--- config.mk ---
export PLATFORM = sky130hd
export DESIGN_NAME = exec_unit_mc_flat
export DESIGN_NICKNAME = d
export VERILOG_FILES = /design/src/rtl/exec_unit_mc_if.sv /design/src/rtl/exec_unit_mc.sv /design/src/flat_wrapper.sv
export SDC_FILE = /design/constraint.sdc
export NUM_CORES = 1
export LEC_CHECK = 0
export ABC_CLOCK_PERIOD_IN_PS = 3000
export BUFFER_PORTS_ARGS = -buffer_cell sky130_fd_sc_hd__buf_2
export CAP_MARGIN = 20
export CORE_MARGIN = 4
export CORE_UTILIZATION = 35
export DETAILED_ROUTE_END_ITERATION = 7
export SLEW_MARGIN = 25
export SYNTH_ARGS = -nofsm -noshare
export SYNTH_HDL_FRONTEND = slang
export SYNTH_SLANG_ARGS = --single-unit
--- constraint.sdc ---
create_clock -name clk -period 3 [get_ports clk]
set_input_delay 0.15 -clock clk [delete_from_list [all_inputs] [get_ports clk]]
set_output_delay 0.15 -clock clk [all_outputs]
set_load 0.005 [all_outputs]
--- src/rtl/exec_unit_mc_if.sv ---
// Handshake and operand/result bundle between the issue stage, exec_unit_mc and the memory stage.
interface exec_unit_mc_if #(
    parameter int WIDTH = 16
);
    logic             flush;
    logic             in_valid;
    logic             in_ready;
    logic [3:0]       opcode;
    logic [WIDTH-1:0] a;
    logic [WIDTH-1:0] b;
    logic             en_z;
    logic             en_n;
    logic             en_v;
    logic             out_valid;
    logic             out_ready;
    logic [WIDTH-1:0] result;
    logic             flag_z;
    logic             flag_n;
    logic             flag_v;

    modport master (
        output flush, in_valid, opcode, a, b, en_z, en_n, en_v, out_ready,
        input  in_ready, out_valid, result, flag_z, flag_n, flag_v
    );

    modport slave (
        input  flush, in_valid, opcode, a, b, en_z, en_n, en_v, out_ready,
        output in_ready, out_valid, result, flag_z, flag_n, flag_v
    );
endinterface

--- src/rtl/exec_unit_mc.sv ---
// Execute stage: saturating add/sub, logic ops, barrel shifts, iterative shift-add multiply,
// valid/ready on both sides and a registered Z/N/V flag file updated with the result.
module exec_unit_mc #(
    parameter int WIDTH = 16,
    parameter int SHW   = $clog2(WIDTH)
) (
    input  logic          clk,
    input  logic          rst,
    exec_unit_mc_if.slave bus
);

    localparam logic [3:0] OP_ADD = 4'd0;
    localparam logic [3:0] OP_SUB = 4'd1;
    localparam logic [3:0] OP_XOR = 4'd2;
    localparam logic [3:0] OP_AND = 4'd3;
    localparam logic [3:0] OP_SLL = 4'd4;
    localparam logic [3:0] OP_SRA = 4'd5;
    localparam logic [3:0] OP_ROR = 4'd6;
    localparam logic [3:0] OP_MUL = 4'd7;

    localparam logic [SHW-1:0]   CNT_LAST = SHW'(WIDTH - 1);
    localparam logic [SHW-1:0]   CNT_ONE  = {{(SHW-1){1'b0}}, 1'b1};
    localparam logic [SHW-1:0]   CNT_ZERO = {SHW{1'b0}};
    localparam logic [WIDTH-1:0] ZERO_W   = {WIDTH{1'b0}};
    localparam logic [WIDTH-1:0] SAT_POS  = {1'b0, {(WIDTH-1){1'b1}}};
    localparam logic [WIDTH-1:0] SAT_NEG  = {1'b1, {(WIDTH-1){1'b0}}};

    typedef enum logic [1:0] {
        S_IDLE = 2'd0,
        S_BUSY = 2'd1,
        S_HOLD = 2'd2
    } state_t;

    state_t           state_q, state_d;
    logic [SHW-1:0]   cnt_q, cnt_d;
    logic [WIDTH-1:0] acc_q, acc_d;
    logic [WIDTH-1:0] mcand_q, mcand_d;
    logic [WIDTH-1:0] mplier_q, mplier_d;
    logic [WIDTH-1:0] result_q, result_d;
    logic             flag_z_q, flag_z_d;
    logic             flag_n_q, flag_n_d;
    logic             flag_v_q, flag_v_d;
    logic             en_z_q, en_z_d;
    logic             en_n_q, en_n_d;
    logic             en_v_q, en_v_d;

    logic             in_ready_s;
    logic             accept_s;
    logic [SHW-1:0]   shamt_s;
    logic [WIDTH-1:0] sum_s;
    logic [WIDTH-1:0] diff_s;
    logic             add_ov_s;
    logic             sub_ov_s;
    logic [WIDTH-1:0] alu_res_s;
    logic             alu_v_s;
    logic [WIDTH-1:0] mul_sum_s;

    // Handshake: the only combinational input-to-output path is out_ready -> in_ready.
    always_comb begin
        in_ready_s = (state_q == S_IDLE) || ((state_q == S_HOLD) && bus.out_ready);
        accept_s   = bus.in_valid && in_ready_s && !bus.flush;
    end

    // Single-cycle datapath; overflow saturates toward the sign of operand a.
    always_comb begin
        shamt_s   = bus.b[SHW-1:0];
        sum_s     = bus.a + bus.b;
        diff_s    = bus.a - bus.b;
        add_ov_s  = (bus.a[WIDTH-1] == bus.b[WIDTH-1]) && (sum_s[WIDTH-1] != bus.a[WIDTH-1]);
        sub_ov_s  = (bus.a[WIDTH-1] != bus.b[WIDTH-1]) && (diff_s[WIDTH-1] != bus.a[WIDTH-1]);
        alu_res_s = bus.b;
        alu_v_s   = 1'b0;
        case (bus.opcode)
            OP_ADD: begin
                alu_v_s = add_ov_s;
                if (add_ov_s) begin
                    alu_res_s = bus.a[WIDTH-1] ? SAT_NEG : SAT_POS;
                end else begin
                    alu_res_s = sum_s;
                end
            end
            OP_SUB: begin
                alu_v_s = sub_ov_s;
                if (sub_ov_s) begin
                    alu_res_s = bus.a[WIDTH-1] ? SAT_NEG : SAT_POS;
                end else begin
                    alu_res_s = diff_s;
                end
            end
            OP_XOR:  alu_res_s = bus.a ^ bus.b;
            OP_AND:  alu_res_s = bus.a & bus.b;
            OP_SLL:  alu_res_s = bus.a << shamt_s;
            OP_SRA:  alu_res_s = $signed(bus.a) >>> shamt_s;
            OP_ROR:  alu_res_s = WIDTH'({bus.a, bus.a} >> shamt_s);
            OP_MUL:  alu_res_s = ZERO_W;
            default: alu_res_s = bus.b;
        endcase
    end

    // One shift-add step per cycle: multiplicand moves left, multiplier bits consumed from the LSB.
    always_comb begin
        mul_sum_s = acc_q + (mplier_q[0] ? mcand_q : ZERO_W);
    end

    // FSM next state, multiplier iteration, result and flag register updates.
    always_comb begin
        state_d  = state_q;
        cnt_d    = cnt_q;
        acc_d    = acc_q;
        mcand_d  = mcand_q;
        mplier_d = mplier_q;
        result_d = result_q;
        flag_z_d = flag_z_q;
        flag_n_d = flag_n_q;
        flag_v_d = flag_v_q;
        en_z_d   = en_z_q;
        en_n_d   = en_n_q;
        en_v_d   = en_v_q;

        if (bus.flush) begin
            state_d = S_IDLE;
        end else if (accept_s) begin
            en_z_d = bus.en_z;
            en_n_d = bus.en_n;
            en_v_d = bus.en_v;
            if (bus.opcode == OP_MUL) begin
                state_d  = S_BUSY;
                cnt_d    = CNT_ZERO;
                acc_d    = ZERO_W;
                mcand_d  = bus.a;
                mplier_d = bus.b;
            end else begin
                state_d  = S_HOLD;
                result_d = alu_res_s;
                // Opcodes 8-15 pass b through and never touch the flag file.
                if (!bus.opcode[3]) begin
                    if (bus.en_z) begin
                        flag_z_d = (alu_res_s == ZERO_W);
                    end else begin
                        flag_z_d = flag_z_q;
                    end
                    if (bus.en_n) begin
                        flag_n_d = alu_res_s[WIDTH-1];
                    end else begin
                        flag_n_d = flag_n_q;
                    end
                    if (bus.en_v) begin
                        flag_v_d = alu_v_s;
                    end else begin
                        flag_v_d = flag_v_q;
                    end
                end else begin
                    flag_z_d = flag_z_q;
                end
            end
        end else begin
            case (state_q)
                S_IDLE: state_d = S_IDLE;
                S_BUSY: begin
                    if (cnt_q == CNT_LAST) begin
                        state_d  = S_HOLD;
                        result_d = mul_sum_s;
                        if (en_z_q) begin
                            flag_z_d = (mul_sum_s == ZERO_W);
                        end else begin
                            flag_z_d = flag_z_q;
                        end
                        if (en_n_q) begin
                            flag_n_d = mul_sum_s[WIDTH-1];
                        end else begin
                            flag_n_d = flag_n_q;
                        end
                        if (en_v_q) begin
                            flag_v_d = 1'b0;
                        end else begin
                            flag_v_d = flag_v_q;
                        end
                    end else begin
                        cnt_d    = cnt_q + CNT_ONE;
                        acc_d    = mul_sum_s;
                        mcand_d  = {mcand_q[WIDTH-2:0], 1'b0};
                        mplier_d = {1'b0, mplier_q[WIDTH-1:1]};
                    end
                end
                S_HOLD: begin
                    if (bus.out_ready) begin
                        state_d = S_IDLE;
                    end else begin
                        state_d = S_HOLD;
                    end
                end
                default: state_d = S_IDLE;
            endcase
        end
    end

    // State, datapath and architectural flag registers.
    always_ff @(posedge clk or posedge rst) begin
        if (rst) begin
            state_q  <= S_IDLE;
            cnt_q    <= CNT_ZERO;
            acc_q    <= ZERO_W;
            mcand_q  <= ZERO_W;
            mplier_q <= ZERO_W;
            result_q <= ZERO_W;
            flag_z_q <= 1'b0;
            flag_n_q <= 1'b0;
            flag_v_q <= 1'b0;
            en_z_q   <= 1'b0;
            en_n_q   <= 1'b0;
            en_v_q   <= 1'b0;
        end else begin
            state_q  <= state_d;
            cnt_q    <= cnt_d;
            acc_q    <= acc_d;
            mcand_q  <= mcand_d;
            mplier_q <= mplier_d;
            result_q <= result_d;
            flag_z_q <= flag_z_d;
            flag_n_q <= flag_n_d;
            flag_v_q <= flag_v_d;
            en_z_q   <= en_z_d;
            en_n_q   <= en_n_d;
            en_v_q   <= en_v_d;
        end
    end

    assign bus.in_ready  = in_ready_s;
    assign bus.out_valid = (state_q == S_HOLD);
    assign bus.result    = result_q;
    assign bus.flag_z    = flag_z_q;
    assign bus.flag_n    = flag_n_q;
    assign bus.flag_v    = flag_v_q;

endmodule

--- src/flat_wrapper.sv ---
// flat-port wrapper written by rule: the top's interface ports become plain ports
module exec_unit_mc_flat 
#(
    parameter int WIDTH = 16,
    parameter int SHW   = $clog2(WIDTH)
)
  (clk, rst, bus_flush, bus_in_valid, bus_opcode, bus_a, bus_b, bus_en_z, bus_en_n, bus_en_v, bus_out_ready, bus_in_ready, bus_out_valid, bus_result, bus_flag_z, bus_flag_n, bus_flag_v);
  exec_unit_mc_if #(.WIDTH(WIDTH)) bus_i ();
  input  logic clk;
  input  logic rst;
  input wire logic [$bits(bus_i.flush)-1:0] bus_flush;
  input wire logic [$bits(bus_i.in_valid)-1:0] bus_in_valid;
  input wire logic [$bits(bus_i.opcode)-1:0] bus_opcode;
  input wire logic [$bits(bus_i.a)-1:0] bus_a;
  input wire logic [$bits(bus_i.b)-1:0] bus_b;
  input wire logic [$bits(bus_i.en_z)-1:0] bus_en_z;
  input wire logic [$bits(bus_i.en_n)-1:0] bus_en_n;
  input wire logic [$bits(bus_i.en_v)-1:0] bus_en_v;
  input wire logic [$bits(bus_i.out_ready)-1:0] bus_out_ready;
  output wire logic [$bits(bus_i.in_ready)-1:0] bus_in_ready;
  output wire logic [$bits(bus_i.out_valid)-1:0] bus_out_valid;
  output wire logic [$bits(bus_i.result)-1:0] bus_result;
  output wire logic [$bits(bus_i.flag_z)-1:0] bus_flag_z;
  output wire logic [$bits(bus_i.flag_n)-1:0] bus_flag_n;
  output wire logic [$bits(bus_i.flag_v)-1:0] bus_flag_v;
  assign bus_i.flush = bus_flush;
  assign bus_i.in_valid = bus_in_valid;
  assign bus_i.opcode = bus_opcode;
  assign bus_i.a = bus_a;
  assign bus_i.b = bus_b;
  assign bus_i.en_z = bus_en_z;
  assign bus_i.en_n = bus_en_n;
  assign bus_i.en_v = bus_en_v;
  assign bus_i.out_ready = bus_out_ready;
  assign bus_in_ready = bus_i.in_ready;
  assign bus_out_valid = bus_i.out_valid;
  assign bus_result = bus_i.result;
  assign bus_flag_z = bus_i.flag_z;
  assign bus_flag_n = bus_i.flag_n;
  assign bus_flag_v = bus_i.flag_v;
  exec_unit_mc #(.WIDTH(WIDTH), .SHW(SHW)) u_core (.clk(clk), .rst(rst), .bus(bus_i));
endmodule
Word-level counts from Yosys, hierarchy flattened

Cells that the tools add are included.

Bits in registers: 76
Latch bits: 0
Memory bits (writable): 0
Bits in read-only memories: 0
Output and inout port bits: 21
Logic and storage cells: 119
Memories kept: 0

Add/sub/neg operators: 4
Multiply operators: 0
Divide/modulo/power cells: 0
Order comparisons: 0
Equal/unequal tests: 22
Shifts and indexed selects: 3
Mux-type cells: 53
Bitwise logic cells: 3
Reductions and logical operators: 22

Operator list:

| cell                  | count |
|---|---|
| $mux W16              | 20 |
| $pmux W16 S8          | 1 |
| $add A16 B16 Y16      | 2 |
| $logic_not A16 Y1     | 2 |
| $shr A32 B4 Y16       | 1 |
| $mux W1               | 21 |
| $reduce_and A7 Y1     | 3 |
| $and A16 B16 Y16      | 1 |
| $eq A4 B3 Y1 const B  | 4 |
| $mux W4               | 4 |
| $shl A16 B4 Y16       | 1 |
| $sshr A16 B4 Y16      | 1 |
| $sub A16 B16 Y16      | 1 |
| $xor A16 B16 Y16      | 1 |
| $ne A2 B2 Y1 const B  | 6 |
| $mux W2               | 5 |
| $reduce_bool A2 Y1    | 5 |
| $eq A4 B2 Y1 const B  | 2 |
| $reduce_and A4 Y1     | 2 |
| $logic_and A1 B1 Y1   | 5 |
| $add A4 B1 Y4 const B | 1 |
| $eq A4 B1 Y1 const B  | 1 |
| $eq A4 B4 Y1 const B  | 1 |
| $logic_not A4 Y1      | 1 |
| other kinds (13)      | 15 |

Depth between registers and ports, before layout

Gate-level depths: netlist of run 1.

Word-level depth: 10
Gate-level depth with buffers: 22
Mapped depth without buffers: 20

Least setup slack after synthesis of run 1

Ideal clock, no wire load.

Path kind: input to register
Start point: input port bus_b[2]
End point: register u_core.flag_z_q (netlist: u_core.bus.flag_z)
Setup time: 0.065 ns
Data arrival time: 4.617 ns
Required time: 2.935 ns
Slack: -1.682 ns
Stages: 21
Buffers on the path: 4
Cells stage by stage: buf_2 clkinv_1 clkbuf_1 ha_1 clkbuf_1 a41oi_1 a21o_1 o311a_1 o21bai_1 a21oi_1 fa_1 xnor2_1 and2_1 clkbuf_1 a21oi_1 o221ai_1 o41ai_2 nand4_1 nor4_1 nor4b_2 a31o_1

Word-level cells in the longest chain between the ends: 10

Ends and longest elaborated chain:

| item                                                        | RTL line                               | RTL |
|---|---|---|
| start: declaration                                          | flat_wrapper.sv:15                     | `input wire logic [$bits(bus_i.b)-1:0] bus_b;` |
| $sub A16 B16 Y16 / $add A16 B16 Y16 (equally long branches) | exec_unit_mc.sv:68, exec_unit_mc.sv:67 |  |
| $ne A1 B1 Y1, on equally long branches                      | exec_unit_mc.sv:70, exec_unit_mc.sv:69 |  |
| $logic_and A1 B1 Y1, on equally long branches               | exec_unit_mc.sv:70, exec_unit_mc.sv:69 |  |
| $mux W16, on equally long branches                          | exec_unit_mc.sv:84, exec_unit_mc.sv:76 |  |
| $pmux W16 S8 *                                              | exec_unit_mc.sv:73                     | `case (bus.opcode)` |
| $logic_not A16 Y1 *                                         | exec_unit_mc.sv:138                    | `flag_z_d = (alu_res_s == ZERO_W);` |
| $mux W1 *                                                   | exec_unit_mc.sv:137                    | `if (bus.en_z) begin` |
| $mux W1 *                                                   | exec_unit_mc.sv:136                    | `if (!bus.opcode[3]) begin` |
| $mux W1 *                                                   | exec_unit_mc.sv:126                    | `if (bus.opcode == OP_MUL) begin` |
| $mux W1 *                                                   | exec_unit_mc.sv:122                    | `end else if (accept_s) begin` |
| end signal: assignment                                      | exec_unit_mc.sv:219                    | `flag_z_q <= flag_z_d;` |
| end: declaration                                            | exec_unit_mc.sv:40                     | `logic flag_z_q, flag_z_d;` |

Mark *: on every way between the ends. The rest lies on a longest branch, timed or not. The select of a mux whose other input is x is not followed.
A chain may end at the register's enable or synchronous reset.

Worst setup path in the final report of run 1

Start point: input port bus_a[6]
End point: register u_core.flag_z_q (netlist: u_core.bus.flag_z)

Word-level cells in the longest chain between the ends: 10

Ends and longest elaborated chain:

| item                                                        | RTL line                               | RTL |
|---|---|---|
| start: declaration                                          | flat_wrapper.sv:14                     | `input wire logic [$bits(bus_i.a)-1:0] bus_a;` |
| $sub A16 B16 Y16 / $add A16 B16 Y16 (equally long branches) | exec_unit_mc.sv:68, exec_unit_mc.sv:67 |  |
| $ne A1 B1 Y1, on equally long branches                      | exec_unit_mc.sv:70, exec_unit_mc.sv:69 |  |
| $logic_and A1 B1 Y1, on equally long branches               | exec_unit_mc.sv:70, exec_unit_mc.sv:69 |  |
| $mux W16, on equally long branches                          | exec_unit_mc.sv:84, exec_unit_mc.sv:76 |  |
| $pmux W16 S8 *                                              | exec_unit_mc.sv:73                     |  |
| $logic_not A16 Y1 *                                         | exec_unit_mc.sv:138                    |  |
| $mux W1 *                                                   | exec_unit_mc.sv:137                    |  |
| $mux W1 *                                                   | exec_unit_mc.sv:136                    |  |
| $mux W1 *                                                   | exec_unit_mc.sv:126                    |  |
| $mux W1 *                                                   | exec_unit_mc.sv:122                    |  |

Marked as above.

==> qor.yml, run 1 <==
p_per_area_nw_per_um2: 451
finalCritPeriodShare: 1.28
cts_root_buf: "clkbuf_16"
yosysMostFrequentCell: "nand2_1"
first_iter_violations: 1046
maxSlewViolCount: 0
overflow: 0
ant_nets: 0
synth.distinct_cells: 91
postPlaceCellArea_um2: 10700
netlist_instances: 1083
die-height_um: 163
cts_tree: "yes"
dp.cells: 1630
numClockSinks: 76
vias: 9459
slew_headroom: 0.478
regArea_um2: 1900
die-width_um: 163
die_area_um2: 26700
async_flop_share: 1.00
fin_skew_ns: 0.00891
critPathMaxStageDelay_ns: 0.62
crit_top_cell: "o21bai_1"
grt_pass1_vias: 9166
setup_viol: 19
area_growth_pct: 37.7
final_area_um2: 11600
cp.required_ns: 3.29
grt_first_pass_wirelength_mm: 52.2
layout-drive-gt1-share: 0.346
min_period_ns: 3.83
avgViaCountPerCell: 5.69
cap_viol_max_count: 0
whs_ns: 0.0138
synth_seq_cells: 76
drt_wl_total_mm: 34.0
io_buffer_count: 64
worst_setup_path_end_kind: "flip-flop"
drc: 0
max_slew.worst_pin.slew_ns: 0.783
synth_area_um2: 8450
rsz0062_at_grt: "yes"
worst-endpoint-arrival_ns: 4.12
ys_top_cells_by_count: "nand2_1 (159), nor2_1 (99), dfrtp_1 (76)"
yosysWarnings: 0
critical_path_peak_fanout: 6
synth_top_area_cell: "dfrtp_1"
initial_core_util: 0.358
dp_hpwl_mm: 26.3
crit_family: "compound AO/OA/AOI/OAI gates"
worst_path_max_delay_cell: "fa_2"
path_buf_inv: 2
core-area_um2: 23600
setup_slack_ns: -0.831
grtUsageTotal: 0.252
final_net_count: 1437
globalplace.congestion: 1.03
antenna_found_initial: 0
tns_ns: -8.99
synth_ff_type: "dfrtp_1"
max_freq_mhz: 261
ys_seq_area_frac: 0.225
cts_buffers: 9
avgSynthCellArea_um2: 7.80
clk_path_buf_depth: 2
clk_pin_slew_ns: 0.06
critical_path.cell_chain: "buf_2 -> ha_4 -> o21ai_2 -> o21bai_1 -> a21oi_1 -> a21o_1 -> o311a_1 -> o21bai_1 -> a21oi_2 -> fa_2 -> buf_4 -> a31o_4 -> o21ai_0 -> o2bb2ai_1 -> o41ai_2 -> nand2_1 -> nor4_2 -> nor4b_2 -> a31o_1"
drt_pass1_iterations: 6
diodes: 0
fin_cells: 1662
synthTopCellsByArea: "dfrtp_1 (23%), ha_1 (7.6%), nand2_1 (7.1%), mux2i_1 (5.2%), nor2_1 (4.4%)"
status: "finished, violations left"
rows: 56
num-fill-cells: 2347
multi_input_area_um2: 6520
wl_per_cell_um: 20.5
synth_edf_count: 0
clk_latency_ns: 0.35
violations: "setup timing"
p_leak_nw: 5.33
io_pins: 65
hold_viol: 0
grt_max_degree: 77
dp_slack_ns: -1.22
critical_path_class: "primary input to flip-flop"
synth_top_area_frac: 0.225
cp-start-kind: "primary input"
min_path_type: "primary input to flip-flop"
syn-num-nets: 1182
htree_levels: 3
ir_drop_v: 0.000309
layout make-up:
cell class                      instances  share of cell area
Clock inverter                          6             0.00818
Timing Repair Buffer                  314               0.198
Multi-Input combinational cell        896               0.560
Sequential cell                        76               0.164
Inverter                               41              0.0153
Tap cell                              319              0.0343
Clock buffer                           10              0.0205
sequential cells by signal, summed over array words and instances, names as in the netlist:
register / count
u_core.acc_q: 16
u_core.bus.flag_n: 1
u_core.bus.flag_v: 1
u_core.bus.flag_z: 1
u_core.bus.result: 16
u_core.cnt_q: 4
u_core.en_n_q: 1
u_core.en_v_q: 1
u_core.en_z_q: 1
u_core.mcand_q: 16
u_core.mplier_q: 16
u_core.state_q: 2
logic make-up after synthesis:
logic type	share of synthesized area
simple gates	0.222
mux	0.113
compound gates	0.258
buf+inv	0.0598
fa+ha+maj	0.0850
flops	0.225
xor+xnor	0.0373
cell usage in the layout, fill, tap and decap left out, drive strengths merged, types with 20 or more instances in the layout:
| cell | synthesis | layout |
|---|---|---|
| dfrtp | 76 | 76 |
| mux2 | 32 | 32 |
| xnor2 | 24 | 24 |
| inv | 39 | 39 |
| a21oi | 74 | 74 |
| nor2 | 99 | 99 |
| buf | 26 | 313 |
| o21ai | 64 | 64 |
| o211ai | 20 | 20 |
| mux2i | 45 | 45 |
| a31oi | 43 | 43 |
| nand3 | 25 | 25 |
| nand2 | 159 | 159 |
| ha | 51 | 51 |
through the flow:
stage                util  power [W]
finish              0.493    0.00525
detailed placement  0.454    0.00382
floorplan               -    0.00276
global placement    0.454    0.00378
CTS                 0.484    0.00516
global route        0.493    0.00556
layer usage:
layer  vias to the layer above  GRT usage  part of all wire
li1                       4487          -                 -
met1                      4482      0.342              0.44
met2                       405      0.391              0.44
met3                        85     0.0396             0.069
met4                         0      0.122             0.056
met5                         -          0                 0
tightest hold or removal path, cell delays in order:
cell and delay (ns):
buf_2 0.07, nand2_1 0.04, nand2_1 0.07
final timing paths:
| check | startpoint | endpoint | slack [ns] | cells past startpoint |
|---|---|---|---|---|
| max | bus_a[6] | u_core.bus.flag_z | -0.83 | 19 |
| min | bus_en_n | u_core.en_n_q | 0.01 | 3 |
| max reg2reg | u_core.mcand_q[0] | u_core.bus.flag_z | -0.29 | 12 |
| min reg2reg | u_core.acc_q[0] | u_core.acc_q[0] | 0.48 | 2 |
| max in group asynchronous | rst | u_core.bus.result[11] | 2.23 | 4 |
| min in group asynchronous | rst | u_core.cnt_q[1] | 0.43 | 4 |
timing repair:
action                                  CTS  global route
hold buffers                              1             0
pin swaps                                40            20
buffers inserted                          8            10
gates cloned                              0             0
resized for setup                        73            34
hold endpoints to repair                 76             0
endpoints found under the setup margin   19            23
where the power goes:
group / switching (W) / internal (W)
combinational: 0.00135 / 0.00124
sequential: 0.000164 / 0.00128
clock: 0.000459 / 0.000758
total: 0.00197 / 0.00328
Note: power is estimated with default switching activity, not from simulation.
==> inputs of run 2 (changes only) <==
- REMOVE_ABC_BUFFERS: not set -> 1
==> qor.yml, run 2 (synthesis results as in run 1) <==
die-height_um: 163  # unchanged
io_pins: 65  # unchanged
p_per_area_nw_per_um2: 450  # -0.32%
whs_ns: 0.0466  # +0.0328 ns
die_area_um2: 26700  # unchanged
cts_tree: "yes"
final_common_cell: "buf_4"
cts_buffers: 9  # unchanged
overflow: 0  # unchanged
slew_headroom: 0.473  # -0.00445
first_iter_violations: 983  # -6.0%
antenna_found_initial: 0  # unchanged
worst-endpoint-arrival_ns: 4.01  # -0.11 ns
critical_path_peak_fanout: 3  # -3
status: "finished, violations left"
clk_latency_ns: 0.34  # about the same
wl_per_cell_um: 20.2  # -1.5%
avgViaCountPerCell: 5.72  # +0.47%
core-area_um2: 23600  # unchanged
grt_max_degree: 61  # -21%
mostFrequentLayoutCells: "buf_4 (228), nand2_1 (156), nor2_1 (94), dfrtp_1 (76), a21oi_1 (59)"
io_buffer_count: 64  # unchanged
tns_ns: -7.40  # +1.59 ns
clk_pin_slew_ns: 0.06  # about the same
layout-drive-gt1-share: 0.347  # about the same
diodes: 0  # unchanged
min_path_type: "primary input to flip-flop"
critical_path_class: "primary input to flip-flop"
ant_nets: 0  # unchanged
setup_slack_ns: -0.735  # +0.0966 ns
cap_viol_max_count: 0  # unchanged
fin_skew_ns: 0.00877  # -0.000143 ns
htree_levels: 3  # unchanged
grtUsageTotal: 0.244  # -0.00783
drt_wl_total_mm: 33.4  # -1.9%
setup_viol: 18  # -1
min_period_ns: 3.73  # -0.0966 ns
numClockSinks: 76  # unchanged
grt_first_pass_wirelength_mm: 51.1  # -2.1%
cts_root_buf: "clkbuf_16"
max_freq_mhz: 268  # +2.6%
postPlaceCellArea_um2: 10600  # -1.5%
final_area_um2: 11700  # +0.25%
worst_setup_path_end_kind: "flip-flop"
worstHoldPathCells: 3  # unchanged
dp_hpwl_mm: 25.6  # -2.5%
p_leak_nw: 5.32  # -0.13%
reg2regPathDepth: 12  # unchanged
violations: "setup timing"
max_slew.worst_pin.slew_ns: 0.789  # +0.00576 ns
final_net_count: 1430  # -0.49%
dp_slack_ns: -1.31  # -0.0877 ns
initial_core_util: 0.358  # unchanged
hold_viol: 0  # unchanged
drc: 0  # unchanged
drt_pass1_iterations: 6  # unchanged
area_growth_pct: 38.0
clk_path_buf_depth: 2  # unchanged
globalplace.congestion: 0.976  # -5.1%
rsz0062_at_grt: "yes"
cp.required_ns: 3.28  # about the same
die-width_um: 163  # unchanged
grt_pass1_vias: 9097  # -0.75%
vias: 9463  # +0.042%
finalCritPeriodShare: 1.24  # -0.0322
cp-start-kind: "primary input"
ir_drop_v: 0.000355  # +15%
maxSlewViolCount: 0  # unchanged
rows: 56  # unchanged
[run 2: cell type report]
class,count,area (um2)
repair buffers,307,2290
well taps,319,399
clock buffers,9,225
flip-flops and latches,76,1900
inverters,41,175
multi-input cells,896,6550
clock inverters,7,123
fillers,2318,12000
[run 2: routing by layer]
metal  up-vias  global-route usage  routed length, um
met4         0              0.0995               1580
met3        76              0.0293               2410
li1       4469                   -                  -
met2       414               0.396              15100
met5         -                   0                  0
met1      4504               0.331              14300
[run 2: worst max-delay path, stage by stage]
cell	delay, ns
buf_2	0.11
inv_1	0.06
ha_1	0.23
nor4_1	0.47
a21o_1	0.24
o311a_1	0.18
o21bai_1	0.09
a21oi_2	0.15
fa_2	0.49
xnor2_2	0.17
and2_4	0.18
a21oi_1	0.14
o221ai_1	0.18
o41ai_4	0.30
nand4_1	0.17
nor4_2	0.26
nor4b_4	0.27
a31o_1	0.18
[run 2: report_power, final]
part / switching, W / total [W] / internal, W
registers: 0.000156 / 0.00144 / 0.00128
logic: 0.00134 / 0.00255 / 0.00121
clock network: 0.000445 / 0.00126 / 0.000818
total: 0.00194 / 0.00525 / 0.00331
[run 2: timing repair]
action,in CTS,in global routing
hold buffers,1,0
endpoints found under the hold margin,43,0
setup endpoints to repair,19,32
resized for setup,69,89
pin swaps,44,36
setup buffers,10,10
[run 2: worst paths after layout]
kind,from,to,slack [ns]
hold reg to reg,u_core.bus.result[2],u_core.bus.result[2],0.47
min in group asynchronous,rst,u_core.bus.result[0],0.49
max in group asynchronous,rst,u_core.acc_q[9],1.80
setup / recovery,bus_b[8],u_core.bus.flag_z,-0.73
hold / removal,bus_en_v,u_core.en_v_q,0.05
setup reg to reg,u_core.mcand_q[0],u_core.bus.flag_z,-0.53
[run 2: per-stage QoR]
stage	util	power, W	std cells
floorplan	-	0.00265	1013
global placement	0.447	0.00370	1623
detailed placement	0.447	0.00373	1623
CTS	0.477	0.00511	1647
global route	0.494	0.00557	1655
finish	0.494	0.00525	1655
